## config.mk

```make
export PLATFORM = sky130hd
export DESIGN_NAME = jtag_dma_engine
export DESIGN_NICKNAME = d
export VERILOG_FILES = /design/src/rtl/jtag_dma_engine.sv
export SDC_FILE = /design/constraint.sdc
export NUM_CORES = 1
export LEC_CHECK = 0
export CAP_MARGIN = 20
export CORE_ASPECT_RATIO = 1.1
export CORE_UTILIZATION = 41
export CTS_BUF_LIST = sky130_fd_sc_hd__clkbuf_16
export DETAILED_ROUTE_END_ITERATION = 16
export PLACE_DENSITY = 0.78
export SYNTH_ARGS = -nofsm -noshare
export SYNTH_HDL_FRONTEND = slang
export SYNTH_SLANG_ARGS = --single-unit
```

## constraint.sdc

```tcl
create_clock -name JTCK -period 2 [get_ports JTCK]
set_input_delay 0.2 -clock JTCK [delete_from_list [all_inputs] [get_ports JTCK]]
set_output_delay 0.2 -clock JTCK [all_outputs]
set_load 0.02 [all_outputs]
```

## src/rtl/jtag_dma_engine.sv

```systemverilog
// DMA side of the JTAG chain-1 datapath: moves whole bursts between its ping-pong
// buffer half and the system bus. Optional bus-wait abort via `DMA_TIMEOUT_EN.
module jtag_dma_engine #(
  parameter int unsigned TIMEOUT_CYCLES = 1023
) (
  input  logic        JTCK,
  input  logic        JRSTN,
  input  logic [31:0] dma_address,
  input  logic [3:0]  dma_byte_enable,
  input  logic        dma_data_ready,
  input  logic        dma_readReady,
  input  logic [7:0]  burst_size,
  output logic        switch_ready,
  output logic [8:0]  pp_address,
  output logic        pp_writeEnable,
  output logic [31:0] pp_dataIn,
  input  logic [31:0] pp_dataOut,
  output logic        bus_request,
  output logic        bus_write,
  output logic [31:0] bus_address,
  output logic [3:0]  bus_byte_enable,
  output logic [31:0] bus_write_data,
  input  logic [31:0] bus_read_data,
  input  logic        bus_ack,
  input  logic        bus_error,
  output logic        dma_busy,
  output logic        dma_error,
  output logic [8:0]  words_done
);

  typedef enum logic [2:0] {
    S_IDLE,
    S_WR_FETCH,
    S_WR_LOAD,
    S_WR_BUS,
    S_RD_BUS,
    S_RD_STORE
  } state_e;

  state_e      state_q;
  logic [31:0] addr_q;
  logic [3:0]  be_q;
  logic [7:0]  size_q;
  logic [7:0]  idx_q;
  logic [31:0] wdata_q;
  logic [31:0] rdata_q;
  logic [8:0]  words_done_q;
  logic        req_q;
  logic        bus_write_q;
  logic        we_q;
  logic        switch_ready_q;
  logic        busy_q;
  logic        error_q;

  logic        last_word;
  logic        in_bus;
  logic        timeout_hit;
  logic        bus_fail;
  logic [7:0]  idx_d;
  logic [31:0] addr_d;
  logic [8:0]  words_done_d;

  assign last_word    = (idx_q == size_q);
  assign in_bus       = (state_q == S_WR_BUS) || (state_q == S_RD_BUS);
  assign idx_d        = idx_q + 8'd1;
  assign addr_d       = addr_q + 32'd4;
  assign words_done_d = words_done_q + 9'd1;

`ifdef DMA_TIMEOUT_EN
  localparam int unsigned WAIT_W = $clog2(TIMEOUT_CYCLES + 1);

  logic [WAIT_W-1:0] wait_q;

  // Counts stalled bus cycles; any cycle outside a bus state clears it, so
  // every entry to WR_BUS/RD_BUS starts from zero.
  assign timeout_hit = in_bus && !bus_ack && !bus_error &&
                       (wait_q == WAIT_W'(TIMEOUT_CYCLES - 1));

  always_ff @(posedge JTCK or negedge JRSTN) begin
    if (!JRSTN) begin
      wait_q <= '0;
    end else if (in_bus && !bus_ack && !bus_error) begin
      wait_q <= wait_q + WAIT_W'(1);
    end else begin
      wait_q <= '0;
    end
  end
`else
  assign timeout_hit = 1'b0;
`endif

  // bus_error takes precedence over bus_ack in the same cycle.
  assign bus_fail = bus_error || timeout_hit;

  // NOTE: sequential state uses non-blocking assignments only, so every branch
  // below reads the pre-edge value of each register regardless of ordering.
  always_ff @(posedge JTCK or negedge JRSTN) begin
    if (!JRSTN) begin
      state_q        <= S_IDLE;
      addr_q         <= '0;
      be_q           <= '0;
      size_q         <= '0;
      idx_q          <= '0;
      wdata_q        <= '0;
      rdata_q        <= '0;
      words_done_q   <= '0;
      req_q          <= 1'b0;
      bus_write_q    <= 1'b0;
      we_q           <= 1'b0;
      switch_ready_q <= 1'b1;
      busy_q         <= 1'b0;
      error_q        <= 1'b0;
    end else begin
      case (state_q)
        S_IDLE: begin
          if (dma_data_ready || dma_readReady) begin
            addr_q         <= dma_address;
            be_q           <= dma_byte_enable;
            size_q         <= burst_size;
            idx_q          <= '0;
            words_done_q   <= '0;
            error_q        <= 1'b0;
            switch_ready_q <= 1'b0;
            busy_q         <= 1'b1;
            if (dma_data_ready) begin
              state_q <= S_WR_FETCH;
            end else begin
              state_q     <= S_RD_BUS;
              req_q       <= 1'b1;
              bus_write_q <= 1'b0;
            end
          end
        end

        // pp_address already carries the index; the buffer answers next cycle.
        S_WR_FETCH: begin
          state_q <= S_WR_LOAD;
        end

        S_WR_LOAD: begin
          wdata_q     <= pp_dataOut;
          req_q       <= 1'b1;
          bus_write_q <= 1'b1;
          state_q     <= S_WR_BUS;
        end

        S_WR_BUS: begin
          if (bus_fail) begin
            req_q          <= 1'b0;
            bus_write_q    <= 1'b0;
            error_q        <= 1'b1;
            switch_ready_q <= 1'b1;
            busy_q         <= 1'b0;
            state_q        <= S_IDLE;
          end else if (bus_ack) begin
            req_q        <= 1'b0;
            bus_write_q  <= 1'b0;
            words_done_q <= words_done_d;
            if (last_word) begin
              switch_ready_q <= 1'b1;
              busy_q         <= 1'b0;
              state_q        <= S_IDLE;
            end else begin
              idx_q   <= idx_d;
              addr_q  <= addr_d;
              state_q <= S_WR_FETCH;
            end
          end
        end

        S_RD_BUS: begin
          if (bus_fail) begin
            req_q          <= 1'b0;
            error_q        <= 1'b1;
            switch_ready_q <= 1'b1;
            busy_q         <= 1'b0;
            state_q        <= S_IDLE;
          end else if (bus_ack) begin
            rdata_q <= bus_read_data;
            req_q   <= 1'b0;
            we_q    <= 1'b1;
            state_q <= S_RD_STORE;
          end
        end

        // The buffer write strobe is high for exactly this state.
        S_RD_STORE: begin
          we_q         <= 1'b0;
          words_done_q <= words_done_d;
          if (last_word) begin
            switch_ready_q <= 1'b1;
            busy_q         <= 1'b0;
            state_q        <= S_IDLE;
          end else begin
            idx_q   <= idx_d;
            addr_q  <= addr_d;
            req_q   <= 1'b1;
            state_q <= S_RD_BUS;
          end
        end

        default: begin
          req_q          <= 1'b0;
          bus_write_q    <= 1'b0;
          we_q           <= 1'b0;
          switch_ready_q <= 1'b1;
          busy_q         <= 1'b0;
          state_q        <= S_IDLE;
        end
      endcase
    end
  end

  // Only the lower buffer half is addressed; bit 8 belongs to the other side.
  assign pp_address      = {1'b0, idx_q};
  assign pp_writeEnable  = we_q;
  assign pp_dataIn       = rdata_q;
  assign switch_ready    = switch_ready_q;
  assign dma_busy        = busy_q;
  assign dma_error       = error_q;
  assign words_done      = words_done_q;

  assign bus_request     = req_q;
  assign bus_write       = bus_write_q;
  assign bus_address     = addr_q;
  assign bus_byte_enable = be_q;
  assign bus_write_data  = wdata_q;

endmodule

```

Yosys cells after proc, flatten, opt, wreduce, memory -nomap -nowiden
Index checks and enable logic that the tools add are counted.
{"block": "totals", "register_bits": 134, "inputBits": 114, "output_inout_bits": 124, "elab_cells": 105}
{"block": "classes", "add_sub_neg": 3, "eq_ne": 18, "mux": 48, "n_bitwise": 5, "reduce_logical": 17}
{"op": "2-to-1 mux 32 bit", "n": 4}
{"op": "one-hot mux 32 bit (3 select lines)", "n": 1}
{"op": "adder 32 x 3 -> 32 bit, second input constant", "n": 1}
{"op": "2-to-1 mux 8 bit", "n": 4}
{"op": "2-to-1 mux 9 bit", "n": 3}
{"op": "one-hot mux 9 bit (3 select lines)", "n": 1}
{"op": "one-hot mux 8 bit (3 select lines)", "n": 1}
{"op": "2-to-1 mux 3 bit", "n": 7}
{"op": "2-to-1 mux 1 bit", "n": 20}
{"op": "one-hot mux 3 bit (6 select lines)", "n": 1}
{"op": "inequality test 2 bit, second input constant", "n": 8}
{"op": "one-hot mux 1 bit (5 select lines)", "n": 3}
{"op": "AND reduction 3 bit", "n": 4}
{"op": "AND reduction 4 bit", "n": 3}
{"op": "adder 9 x 1 -> 9 bit, second input constant", "n": 1}
{"op": "adder 8 x 1 -> 8 bit, second input constant", "n": 1}
{"op": "equality test 8 bit", "n": 1}
{"op": "equality test 3 x 2 -> 1 bit, second input constant", "n": 2}
{"op": "equality test 3 bit, second input constant", "n": 2}
{"op": "inequality test 3 bit, second input constant", "n": 2}
{"op": "NOT 1 bit", "n": 5}
{"op": "AND reduction 5 bit", "n": 1}
{"op": "one-hot mux 1 bit (2 select lines)", "n": 2}
{"op": "one-hot mux 1 bit (4 select lines)", "n": 1}
{"op": "other kinds (11)", "n": 12}

Logic depth before layout (Yosys ltp)
Gate-level depths: netlist of run 1.
{"block": "depth", "ltp_word": 5, "depth_mapped": 8, "mapped_depth_nobuf": 6}

Worst setup path after synthesis of run 1
OpenSTA, ideal clock, no wires.
{"block": "synth_timing", "path_kind": "reg-to-reg", "start": "register addr_q[2], in the netlist bus_address[2]", "end": "register addr_q[20], in the netlist bus_address[20]", "setup_ps": 69, "arrival_ps": 2189, "slack_ps": -258, "stages_incl_launch_ff": 9, "path_buffers": 2, "synth_period_minus_slack_ps": 2258, "path_cell_list": "dfrtp_1 ha_1 nand2_1 or3_1 buf_6 or2_0 buf_2 or4_1 nand3_1"}
{"block": "synth_between", "elab_chain_len": 5}
{"item": "from (decl)", "line_no": "41", "source": "logic [31:0] addr_q;"}
{"item": "from (signal assigned)", "line_no": "117", "source": "addr_q <= dma_address;"}
{"item": "from (signal assigned)", "line_no": "165", "source": "addr_q <= addr_d;"}
{"item": "from (signal assigned)", "line_no": "196", "source": "addr_q <= addr_d;"}
{"item": "adder 32 x 3 -> 32 bit (*)", "line_no": "66", "source": "assign addr_d = addr_q + 32'd4;"}
{"item": "2-to-1 mux 32 bit (*)", "line_no": "159, 190"}
{"item": "2-to-1 mux 32 bit", "line_no": "155", "source": "end else if (bus_ack) begin"}
{"item": "2-to-1 mux 32 bit", "line_no": "148", "source": "if (bus_fail) begin"}
{"item": "one-hot mux 32 bit (3 select lines) (*)", "line_no": "114", "source": "case (state_q)"}
Every way passes the cells marked *; elsewhere a longest branch is shown, timed or not. The select of a mux whose other input is x is not followed.
A chain may end at the register's enable or synchronous reset.

Final worst setup path of run 1
{"block": "layout_timing", "start": "register state_q[2]", "end": "register addr_q[20], in the netlist bus_address[20]"}
{"block": "layout_between", "elab_chain_len": 3, "word_cells_on_any_way": 9, "classes_between": "eq/ne: 5; mux: 1; reduce/logical: 3"}
{"item": "from (decl)", "line_no": "40", "source": "state_e state_q;"}
{"item": "from (signal assigned)", "line_no": "99", "source": "state_q <= S_IDLE;"}
{"item": "from (signal assigned)", "line_no": "126", "source": "state_q <= S_WR_FETCH;"}
{"item": "from (signal assigned)", "line_no": "128", "source": "state_q <= S_RD_BUS;"}
{"item": "equality test 3 x 2 -> 1 bit (tied with other cells)", "line_no": "114"}
{"item": "inequality test 2 bit (no source line) or nonzero test 3 bit (tied branches)"}
{"item": "AND reduction 4 bit (no source line)"}
Several ways; a longest one is shown, not always the timed one.

==> metrics.md, run 1 <==
| Metric | Value |
|---|---|
| Run status | finished, final reports clean |
| 1st-iter DRT viols | 524 |
| Worst reg2reg path startpoint | state_q[2] |
| TritonCTS clock tree | built |
| Per-instance average area after synthesis | ~10 µm² |
| Initial Util | 42.5% |
| Buffer type at the clock tree root | clkbuf_16 |
| Combinational cell fraction of total power | 56.7% |
| CP Capture Point | bus_address[20] |
| Fraction of the mapped netlist area in compound gates | 13.1% |
| Via count normalized by instance count | between 5 and 6 |
| Critical path data arrival time | 2.36 ns |
| Classification of the worst-slack hold path | input pin to asynchronous set/reset pin |
| Post-route minimum period | 2.00 ns |
| Ys flop type | dfrtp_1 |
| Startpoint class of the critical path | register |
| Switching power | about 7.4 mW |
| Category of the most critical setup path | register to register |
| Clock Path Buffers | 2 |
| Sequential area share after synthesis | 51.9% |
| Seq pwr share | between 20% and 30% |
| H-tree lvl count | 4 |
| Row count | 47 |
| Die Y-Extent | 134 µm |
| Crit path capture type | register |
| Worst voltage drop across the vdd grid | 0.00102 V |
| Global-route layer with the greatest usage | met2 |
| Dominant cell type by area after synthesis | dfrtp_1 |
| Grt ovf | 0 |
| Synth-to-layout area growth | 61.7% |
| Switching Share | 40.8% |
| Maximum clock frequency | between 500 and 600 MHz |
| Nets@finish | 1,059 |
| Flop and latch count out of synthesis | 134 |
| Dominant combinational cell family by area after synthesis | simple AND/OR/NAND/NOR gates |
| Area fraction in and, or, nand and nor cells after synthesis | roughly 18% |
| Final Wtd Congestion | 0.892 |
| Yosys top cell area share | 51.5% |
| Share of final-layout standard cells stronger than drive strength 1 | roughly 26% |
| Width of the die | 122 µm |
| Half-perimeter wire length of the detailed placement result | 15.4 mm |
| Pre-CTS setup slack | -0.340 ns |
| Hold Vio Cnt, Final | 0 |
| Synth Net Count | 737 |
| Max-cap check violation count | 0 |
| Cells after Synth | 620 |
| Worst-Skew Late Latency | 0.42 ns |
| Final routed DRC violation total | 0 |
| Count of endpoints failing setup in the final report | 0 |
| RSZ-0062 raised after global routing | yes |
| Cts bufs inserted | 17 |
| Number of detailed-routing iterations run before antenna repair | 6 |
| Clock slew at reported path FFs | 0.06 ns |
| Power Internal | 10.7 mW |
| Launch point of the critical path | state_q[2] |
| Die area | between 15,000 and 20,000 µm² |
| Number of warning messages in the yosys log | 0 |
| Proportion of synthesized area in mux cells | 11.1% |
| Highest net fanout along the worst path | 7 |
| Static Leakage | 4.44 nW |
| Via count of the first global-routing pass | 6,666 |
| Pwr Total | 18.1 mW |
| Synthesized area | approximately 6500 µm² |
| Sinks on Clock Net | 134 |
| Total power per unit cell area | 1730 nW/µm² |
| Buffers added on ports | around 240 |
| Placed cell area | between 9000 and 10,000 µm² |
| Detailed-route wire length per cell | 18.5 µm |
| Grt met3 use | 10.7% |
| Post-layout instance area | roughly 10,000 µm² |
| I/O pins | 238 |
| Overall fraction of global-route tracks in use | 27.1% |
| Via total after detailed routing | around 6,400 |
| Dominant cells by area after synthesis | dfrtp_1, mux2_2, nand2_1 |
| R2R setup slack | 0.0004 ns |
| Share of the cycle needed by the critical path after routing | 100% |
| XOR/XNOR share of the synthesized area | 2.17% |
| Global-route wire length before repair | 33.9 mm |
| Post-synthesis cell type count | 65 |
| Proportion of register bits with asynchronous set or reset after synthesis | between 90% and 100% |
| Fraction of met1 tracks used by global routing | 32.0% |
| WP data required | between 2 and 2.5 ns |
| Met2 layer usage reported by global route | 44.3% |
| Maximum number of pins on one net before global-route repair | 48 |
| Post-synth EDFFs | 0 |
| Number of antenna violations at the first check in global routing | 2 |
| Core box area | between 15,000 and 20,000 µm² |
| Final Max Tran Viols | 0 |
| Final critical-path setup slack | 0.000374 ns |
| Total detailed-routing wirelength | 21.3 mm |
| Clock network fraction of total power | between 15 and 20% |
| Worst Reg2Reg Path Length in Cells | 4 |
| Worst setup skew after layout | around 0.0095 ns |
| Synthesized-area fraction occupied by adder cells | 0.580% |
| Critical register-to-register path endpoint | bus_address[20] |
| Antenna Nets Post-Route | 0 |
## power groups by stage
| stage | clock network, mW | registers, mW | logic (mW) |
|---|---|---|---|
| 2_1_floorplan | 0 | 6.15 | 3.81 |
| 3_3_place_gp | 0 | 4.79 | 9.88 |
| 3_5_place_dp | 0 | 4.86 | 10.0 |
| 4_1_cts | 3.02 | 4.83 | 10.1 |
| 5_1_grt | 3.11 | 5.00 | 11.0 |
| 6_report | 2.97 | 4.85 | 10.2 |
## critical path: stages, from the launching register on
cell,delay [ns]
dfrtp_2,0.46
o32a_1,0.44
or4_1,0.47
or4_1,0.48
nand3_1,0.09
## flip-flops by register name, indices dropped and copies added, names as in the netlist, 3 cells and up
register	count
bus_address	32
bus_write_data	32
pp_dataIn	32
words_done	9
idx_q	8
size_q	8
bus_byte_enable	4
state_q	3
## placed cells by master (no fill, tap or decap), drive strengths merged, types with 5 or more instances in the layout
master,synthesis,routed
clkdlybuf4s50,0,235
dfrtp,133,133
buf,17,103
nand2,91,91
mux2,64,64
nor2,46,46
a21oi,27,27
nand3,26,26
clkbuf,20,17
xor2,15,15
o21ai,14,14
nor3,14,14
a31oi,13,13
nand4,12,12
inv,6,11
nor4,11,11
and3,9,9
or3,8,8
clkinv,0,7
o22ai,6,6
o32ai,6,6
a32o,5,5
or4,5,5
and4,5,5
## cells in the mapped netlist (4+ instances only)
library cell and number:
dfrtp_1 133, nand2_1 91, mux2_2 64, nor2_1 46, a21oi_1 27, nand3_1 26, clkbuf_1 20, xor2_1 15
a31oi_1 13, nor3_1 13, o21ai_0 13, buf_2 11, nand4_1 11, and3_1 9, nor4_1 9, or3_1 7
inv_1 6, o22ai_1 6, a32o_1 5, and4_1 5, o32ai_1 5, or4_1 5, o211ai_1 4, o31ai_1 4
o32a_1 4
## area by class of cell
| type | count | area [µm²] |
|---|---|---|
| fill | 1164 | 4770 |
| sequential | 134 | 3370 |
| timing repair buffer | 339 | 3220 |
| multi-input combinational | 444 | 3040 |
| clock buffer | 17 | 425 |
| tap | 196 | 245 |
| clock inverter | 15 | 129 |
| inverter | 6 | 22.5 |
| antenna | 1 | 2.50 |
## per-stage QoR
stage | std cells | hold WS [ns] | setup TNS (ns) | utilization, %
after floorplan | 620 | -0.0956 | -0.0100 | -
after global placement | 1116 | 0.170 | -5.04 | 64.4
after detailed placement | 1116 | 0.171 | -6.54 | 64.4
after CTS | 1149 | 0.288 | -0.0169 | 68.1
after global routing | 1151 | 0.318 | -0.136 | 68.6
final | 1152 | 0.290 | 0 | 68.7
## worst min path at each step
| stage | from | endpoint | slack (ns) |
|---|---|---|---|
| 6_report | JRSTN | bus_write_data[3] | 0.29 |
| 2_1_floorplan | JRSTN | bus_address[0] | -0.1 |
| 4_1_cts | JRSTN | bus_write_data[30] | 0.29 |
| 3_5_place_dp | JRSTN | pp_dataIn[18] | 0.17 |
| 5_1_grt | JRSTN | bus_write_data[3] | 0.32 |
| 3_3_place_gp | JRSTN | pp_dataIn[18] | 0.17 |
## layer usage
metal | vias to the layer above | part of all wire [%]
li1 | 2919 | -
met1 | 3108 | 38
met2 | 334 | 49
met3 | 33 | 11
met4 | 2 | 1.9
met5 | - | 0.056
## what timing repair did
| item | CTS | global route |
|---|---|---|
| endpoints found under the hold margin | 44 | 0 |
| gates resized for setup | 3 | 17 |
| pin swaps | 1 | 3 |
| hold buffers | 1 | 0 |
| setup buffers | 0 | 1 |
| gates cloned | 0 | 1 |
| endpoints found under the setup margin | 5 | 25 |
## kinds of logic after synthesis
kind of cell,after synthesis
DFF,134
other,1
muxes,64
xor gates and xnor gates,16
adders and majority gates,3
and+or+nand+nor,241
buffers and inverters,43
AOI/OAI and AO/OA,118
Note: power is estimated with default switching activity, not from simulation.
==> inputs of run 2 (changes only) <==
Settings changed: CELL_PAD_IN_SITES_DETAIL_PLACEMENT set to 2, CELL_PAD_IN_SITES_GLOBAL_PLACEMENT set to 2, CORE_MARGIN set to 3, CORE_UTILIZATION 41 to 24, PLACE_DENSITY 0.78 to not set, PLACE_DENSITY_LB_ADDON set to 0.1.
==> run 2 against run 1 <==
The flow now finishes with violations (setup timing). First-iteration DRC count shrank 60%. Non-clock buffer count grew 24. Clock-buffer cell count is the same. Wire length rose by 28%. Sequential cell count stayed put. Total power is 7.6% higher. Hold slack worse by 0.041 ns. Sequential share of layout area down 1.8 points. Die area is 78% higher. Largest cell class is now non-clock buffers. Via count increased by 0.73%. Worst setup slack worse by 0.053 ns. Sequential power about the same. Critical endpoint unchanged.
==> metrics.md, run 2 (same netlist as run 1, synthesis figures left out) <==
| Metric | Value |
|---|---|
| Via count normalized by instance count | 4.84 |
| Global-route wire length before repair | 42.3 mm |
| Pwr Total | 19.4 mW |
| Count of fill cells added during filler insertion | 2,750 |
| Count of endpoints failing setup in the final report | 1 |
| Failing checks | setup timing |
| Classification of the worst-slack hold path | input pin to asynchronous set/reset pin |
| Sinks on Clock Net | 134 |
| Worst Reg2Reg Path Length in Cells | 5 |
| Worst reg2reg path startpoint | state_q[1] |
| Die area | approximately 29,000 µm² |
| Grt ovf | 0 |
| Number of antenna violations at the first check in global routing | 0 |
| Static Leakage | 4.63 nW |
| Detailed-route wire length per cell | 20.5 µm |
| Final Wtd Congestion | around 0.82 |
| Aggregate negative setup slack | -0.0527 ns |
| Via count of the first global-routing pass | roughly 7,500 |
| Final routed DRC violation total | 0 |
| Initial Util | 24.6% |
| Launch point of the critical path | state_q[1] |
| Post-layout instance area | 11,100 µm² |
| Number of detailed-routing iterations run before antenna repair | 4 |
| Width of the die | 163 µm |
| Share of final-layout standard cells stronger than drive strength 1 | 29.3% |
| Half-perimeter wire length of the detailed placement result | 20.2 mm |
| Clock Path Buffers | 2 |
| Final Max Tran Viols | 0 |
| RSZ-0062 raised after global routing | yes |
| Run status | finished with violations |
| Maximum clock frequency | 487 MHz |
| Via total after detailed routing | 6,443 |
| Commonest non-fill, non-tap cells in the layout | clkdlybuf4s50_1, dfrtp_1, buf_4 |
| R2R setup slack | -0.05 ns |
| Buffers added on ports | 236 |
| WP data required | 2.36 ns |
| Worst voltage drop across the vdd grid | 0.000631 V |
| Clock slew at reported path FFs | ~0.07 ns |
| I/O pins | 238 |
| Antenna Nets Post-Route | 0 |
| Buffer type at the clock tree root | clkbuf_16 |
| Most frequent standard cell in the layout excluding fill and tap cells | clkdlybuf4s50_1 |
| H-tree lvl count | 4 |
| Post-route minimum period | 2.05 ns |
| Total detailed-routing wirelength | roughly 27 mm |
| Core box area | 26,300 µm² |
| Final standard cell utilization of the core | 42.1% |
| Worst-Skew Late Latency | 0.42 ns |
| Share of the cycle needed by the critical path after routing | 103% |
| TritonCTS clock tree | built |
| Synth-to-layout area growth | 71.3% |
| Overall fraction of global-route tracks in use | a little under a fifth |
| Hold Vio Cnt, Final | 0 |
| Critical path data arrival time | 2.41 ns |
| Antenna cells | 0 |
| Nets@finish | 1,082 |
| Crit path capture type | register |
| Die Y-Extent | 178 µm |
| Startpoint class of the critical path | register |
| Row count | 62 |
| Max-cap check violation count | 0 |
| Cts bufs inserted | 17 |
| Final critical-path setup slack | -0.0527 ns |
| Placed cell area | 10,100 µm² |
| 1st-iter DRT viols | 208 |
| Total power per unit cell area | 1760 nW/µm² |
| Category of the most critical setup path | register to register |
| Highest net fanout along the worst path | 5 |
| Worst setup skew after layout | between 0.01 and 0.015 ns |
| Maximum number of pins on one net before global-route repair | 53 |
[run 2: worst paths after layout]
kind                                         to
worst max-delay path            bus_address[20]
worst min-delay path             bus_address[1]
worst max register to register  bus_address[20]
worst min register to register        bus_write
max in group asynchronous          switch_ready
min in group JTCK                     size_q[7]
[run 2: metal layers]
layer / track usage (%) / wire, µm
met3: 6.78 / 2160
met2: 32.2 / 13700
met5: 0 / 0
met4: 4.44 / 263
met1: 22.2 / 11200
[run 2: through the flow]
step | instances | hold slack [ns] | worst slack, ns
finish | 1330 | 0.249 | -0.0527
global route | 1330 | 0.283 | -0.0905
CTS | 1319 | 0.258 | -0.0582
detailed placement | 1277 | 0.129 | -0.418
global placement | 1277 | 0.119 | -0.418
floorplan | 620 | -0.0956 | -0.0100
[run 2: report_power, final]
group	switching (mW)	internal [mW]	leakage, nW	total [mW]
registers	0.882	3.98	1.63	4.86
clock network	1.37	1.87	0.287	3.25
logic	5.80	5.54	2.72	11.3
total	8.06	11.4	4.63	19.4
[run 2: worst max-delay path, stage by stage, from the launching register on]
cell and delay [ns]:
dfrtp_2 0.42, nand2_2 0.08, o32a_1 0.44, or4_1 0.54, or4_1 0.42, nand3_1 0.10
[run 2: cell type report]
cell class | instances | area [µm²] | area share (%)
clock buffers | 17 | 425 | 3.84
clock inverters | 15 | 170 | 1.54
inverters | 6 | 22.5 | 0.203
multi-input cells | 443 | 3170 | 28.6
flip-flops and latches | 134 | 3370 | 30.4
well taps | 352 | 440 | 3.97
repair buffers | 363 | 3480 | 31.4
[run 2: repair_timing]
action	in CTS	in global routing
gates cloned	1	2
gates resized for setup	16	40
hold buffers	1	0
setup endpoints to repair	36	70
setup buffers	8	10
pin swaps	14	14
hold endpoints to repair	33	0
==> inputs of run 3 (changes only) <==
Settings changed: PLACE_DENSITY set to 0.82, PLACE_DENSITY_LB_ADDON 0.1 to not set.
==> run 3 against run 2 <==
The flow still finishes with violations (setup timing). Register-to-register slack about the same. Cell count shrank 0.45%. Clock skew barely moved. Clock-buffer cell count unchanged. Design area grew 0.19%. Sequential cell count unchanged. Sequential share of layout area shrank 0.058 points. Combinational power hardly changed. Critical endpoint is now idx_q[6].
==> metrics.md, run 3 (same netlist as run 1, synthesis figures left out) <==
| Metric | Value |
|---|---|
| Final Wtd Congestion | 0.811 |
| Nets@finish | 1,077 |
| Most used cell along the critical path | buf_6 |
| Synth-to-layout area growth | 71.7% |
| Number of buffer and inverter instances along the worst setup path | 2 |
| Total detailed-routing wirelength | 28.5 mm |
| Cts bufs inserted | 17 |
| Half-perimeter wire length of the detailed placement result | 20.4 mm |
| Maximum number of pins on one net before global-route repair | 46 |
| RSZ-0062 raised after global routing | yes |
| Total power per unit cell area | 1770 nW/µm² |
| Startpoint class of the critical path | register |
| Commonest non-fill, non-tap cells in the layout | clkdlybuf4s50_1, dfrtp_1, buf_4 |
| R2R setup slack | -0.06 ns |
| Die Y-Extent | 178 µm |
| Classification of the worst-slack hold path | input pin to asynchronous set/reset pin |
| Failing checks | setup timing |
| Worst Reg2Reg Path Length in Cells | 7 |
| Width of the die | approximately 160 µm |
| Via count of the first global-routing pass | between 7,000 and 8,000 |
| Via count normalized by instance count | 4.94 |
| Hold Vio Cnt, Final | 0 |
| Sinks on Clock Net | 134 |
| Crit path capture type | register |
| Delay of the slowest cell on the worst path | 0.46 ns |
| Detailed-route wire length per cell | around 22 µm |
| Placed cell area | 10,000 µm² |
| H-tree lvl count | 4 |
| Final routed DRC violation total | 0 |
| Run status | finished with violations |
| Number of antenna violations at the first check in global routing | 1 |
| Final critical-path setup slack | -0.0603 ns |
| Static Leakage | 4.63 nW |
| Buffer type at the clock tree root | clkbuf_16 |
| Clock Path Buffers | 2 |
| Core box area | 26,300 µm² |
| WP data required | 2.35 ns |
| Clock slew at reported path FFs | 0.07 ns |
| Critical register-to-register path endpoint | idx_q[6] |
| Worst reg2reg path startpoint | state_q[2] |
| 1st-iter DRT viols | 305 |
| I/O pins | around 240 |
| Grt ovf | 0 |
| Highest net fanout along the worst path | 7 |
| Launch point of the critical path | state_q[2] |
| Critical path data arrival time | about 2.4 ns |
| Overall fraction of global-route tracks in use | 19.3% |
| Initial Util | 24.6% |
| Post-layout instance area | 11,100 µm² |
| Final Max Tran Viols | 0 |
| Crit-path slowest cell | dfrtp_2 |
| Category of the most critical setup path | register to register |
| Most frequent standard cell in the layout excluding fill and tap cells | clkdlybuf4s50_1 |
| Via total after detailed routing | 6,538 |
| Worst slew pin tran | 0.506 ns |
| Share of final-layout standard cells stronger than drive strength 1 | 29.5% |
| Antenna cells | 0 |
| Buffers added on ports | 236 |
| Maximum clock frequency | 485 MHz |
| Worst voltage drop across the vdd grid | 0.000729 V |
| Levels on crit path | 7 |
| CP Capture Point | idx_q[6] |
| Worst max-slew margin expressed relative to the limit | 66.2% |
| Family with the most delay on the worst path | compound AO/OA/AOI/OAI gates |
| Max-cap check violation count | 0 |
| Global-route wire length before repair | 43.4 mm |
| Row count | 62 |
| Count of endpoints failing setup in the final report | 14 |
| Worst setup skew after layout | ~0.012 ns |
| Critical path, cell by cell | xor2_2 -> o32a_1 -> buf_6 -> a211o_1 -> buf_6 -> or3_1 -> a21oi_2 |
| TritonCTS clock tree | built |
| Antenna Nets Post-Route | 0 |
| Pre-CTS setup slack | -0.409 ns |
| Worst-Skew Late Latency | 0.43 ns |
| Die area | slightly below 30,000 µm² |
| Number of detailed-routing iterations run before antenna repair | 4 |
| Share of the cycle needed by the critical path after routing | 103% |
| Post-route minimum period | 2.06 ns |
## run 3: cell types whose count changed in the layout (fill, tap and decap cells not counted), moves of 3 or more
cell	change
buf_4	-4
nand3_1	-4
nand3_2	+4
o21ai_0	+3
o21ai_1	-3
## run 3: repair_timing
action,CTS,global route
gates resized for setup,16,41
pin swaps,8,13
hold endpoints to repair,42,0
buffers inserted,6,9
gates cloned,1,1
endpoints found under the setup margin,46,68
hold buffers,1,0
## run 3: layout make-up
type / count / area (µm²)
clock inverters: 14 / 189
fillers: 2729 / 15200
clock buffers: 17 / 425
flip-flops and latches: 134 / 3370
inverters: 6 / 22.5
well taps: 352 / 440
repair buffers: 358 / 3460
multi-input cells: 443 / 3190
## run 3: power breakdown
part           leakage [nW]  switching (mW)  internal [mW]
logic                  2.71            5.96           5.43
clock network         0.296            1.38           2.00
registers              1.63           0.895           3.98
total                  4.63            8.24           11.4
## run 3: how the worst min path moves through the flow
stage	from	end	cells after the start
2_1_floorplan	JRSTN	bus_address[0]	0
3_3_place_gp	JRSTN	bus_address[5]	1
3_5_place_dp	JRSTN	bus_address[5]	1
4_1_cts	dma_byte_enable[1]	bus_byte_enable[1]	3
5_1_grt	dma_byte_enable[0]	bus_byte_enable[0]	3
6_report	JRSTN	bus_byte_enable[3]	2
## run 3: worst reg2reg max path, cell delays in order (launching register included)
cell and delay (ns):
dfrtp_2 0.46, xor2_2 0.20, o32a_1 0.26, buf_6 0.16
a211o_1 0.25, buf_6 0.14, or3_1 0.38, a21oi_2 0.14
## run 3: metal layers
| layer | wire [µm] | track usage [%] |
|---|---|---|
| met2 | 14300 | 33.9 |
| met3 | 2490 | 6.67 |
| met5 | 7 | 0 |
| met1 | 11400 | 22.9 |
| met4 | 304 | 4.09 |
## run 3: through the flow
stage	total power [mW]	instances	TNS, ns	util, %	hold WS, ns
after CTS	19.1	1314	-0.0216	41.1	0.288
after floorplan	9.95	620	-0.0100	-	-0.0956
after global routing	20.8	1324	-2.28	42.2	0.309
after detailed placement	15.4	1275	-8.20	38.2	0.195
final	19.6	1324	-0.441	42.2	0.302
after global placement	15.0	1275	-6.27	38.2	0.191
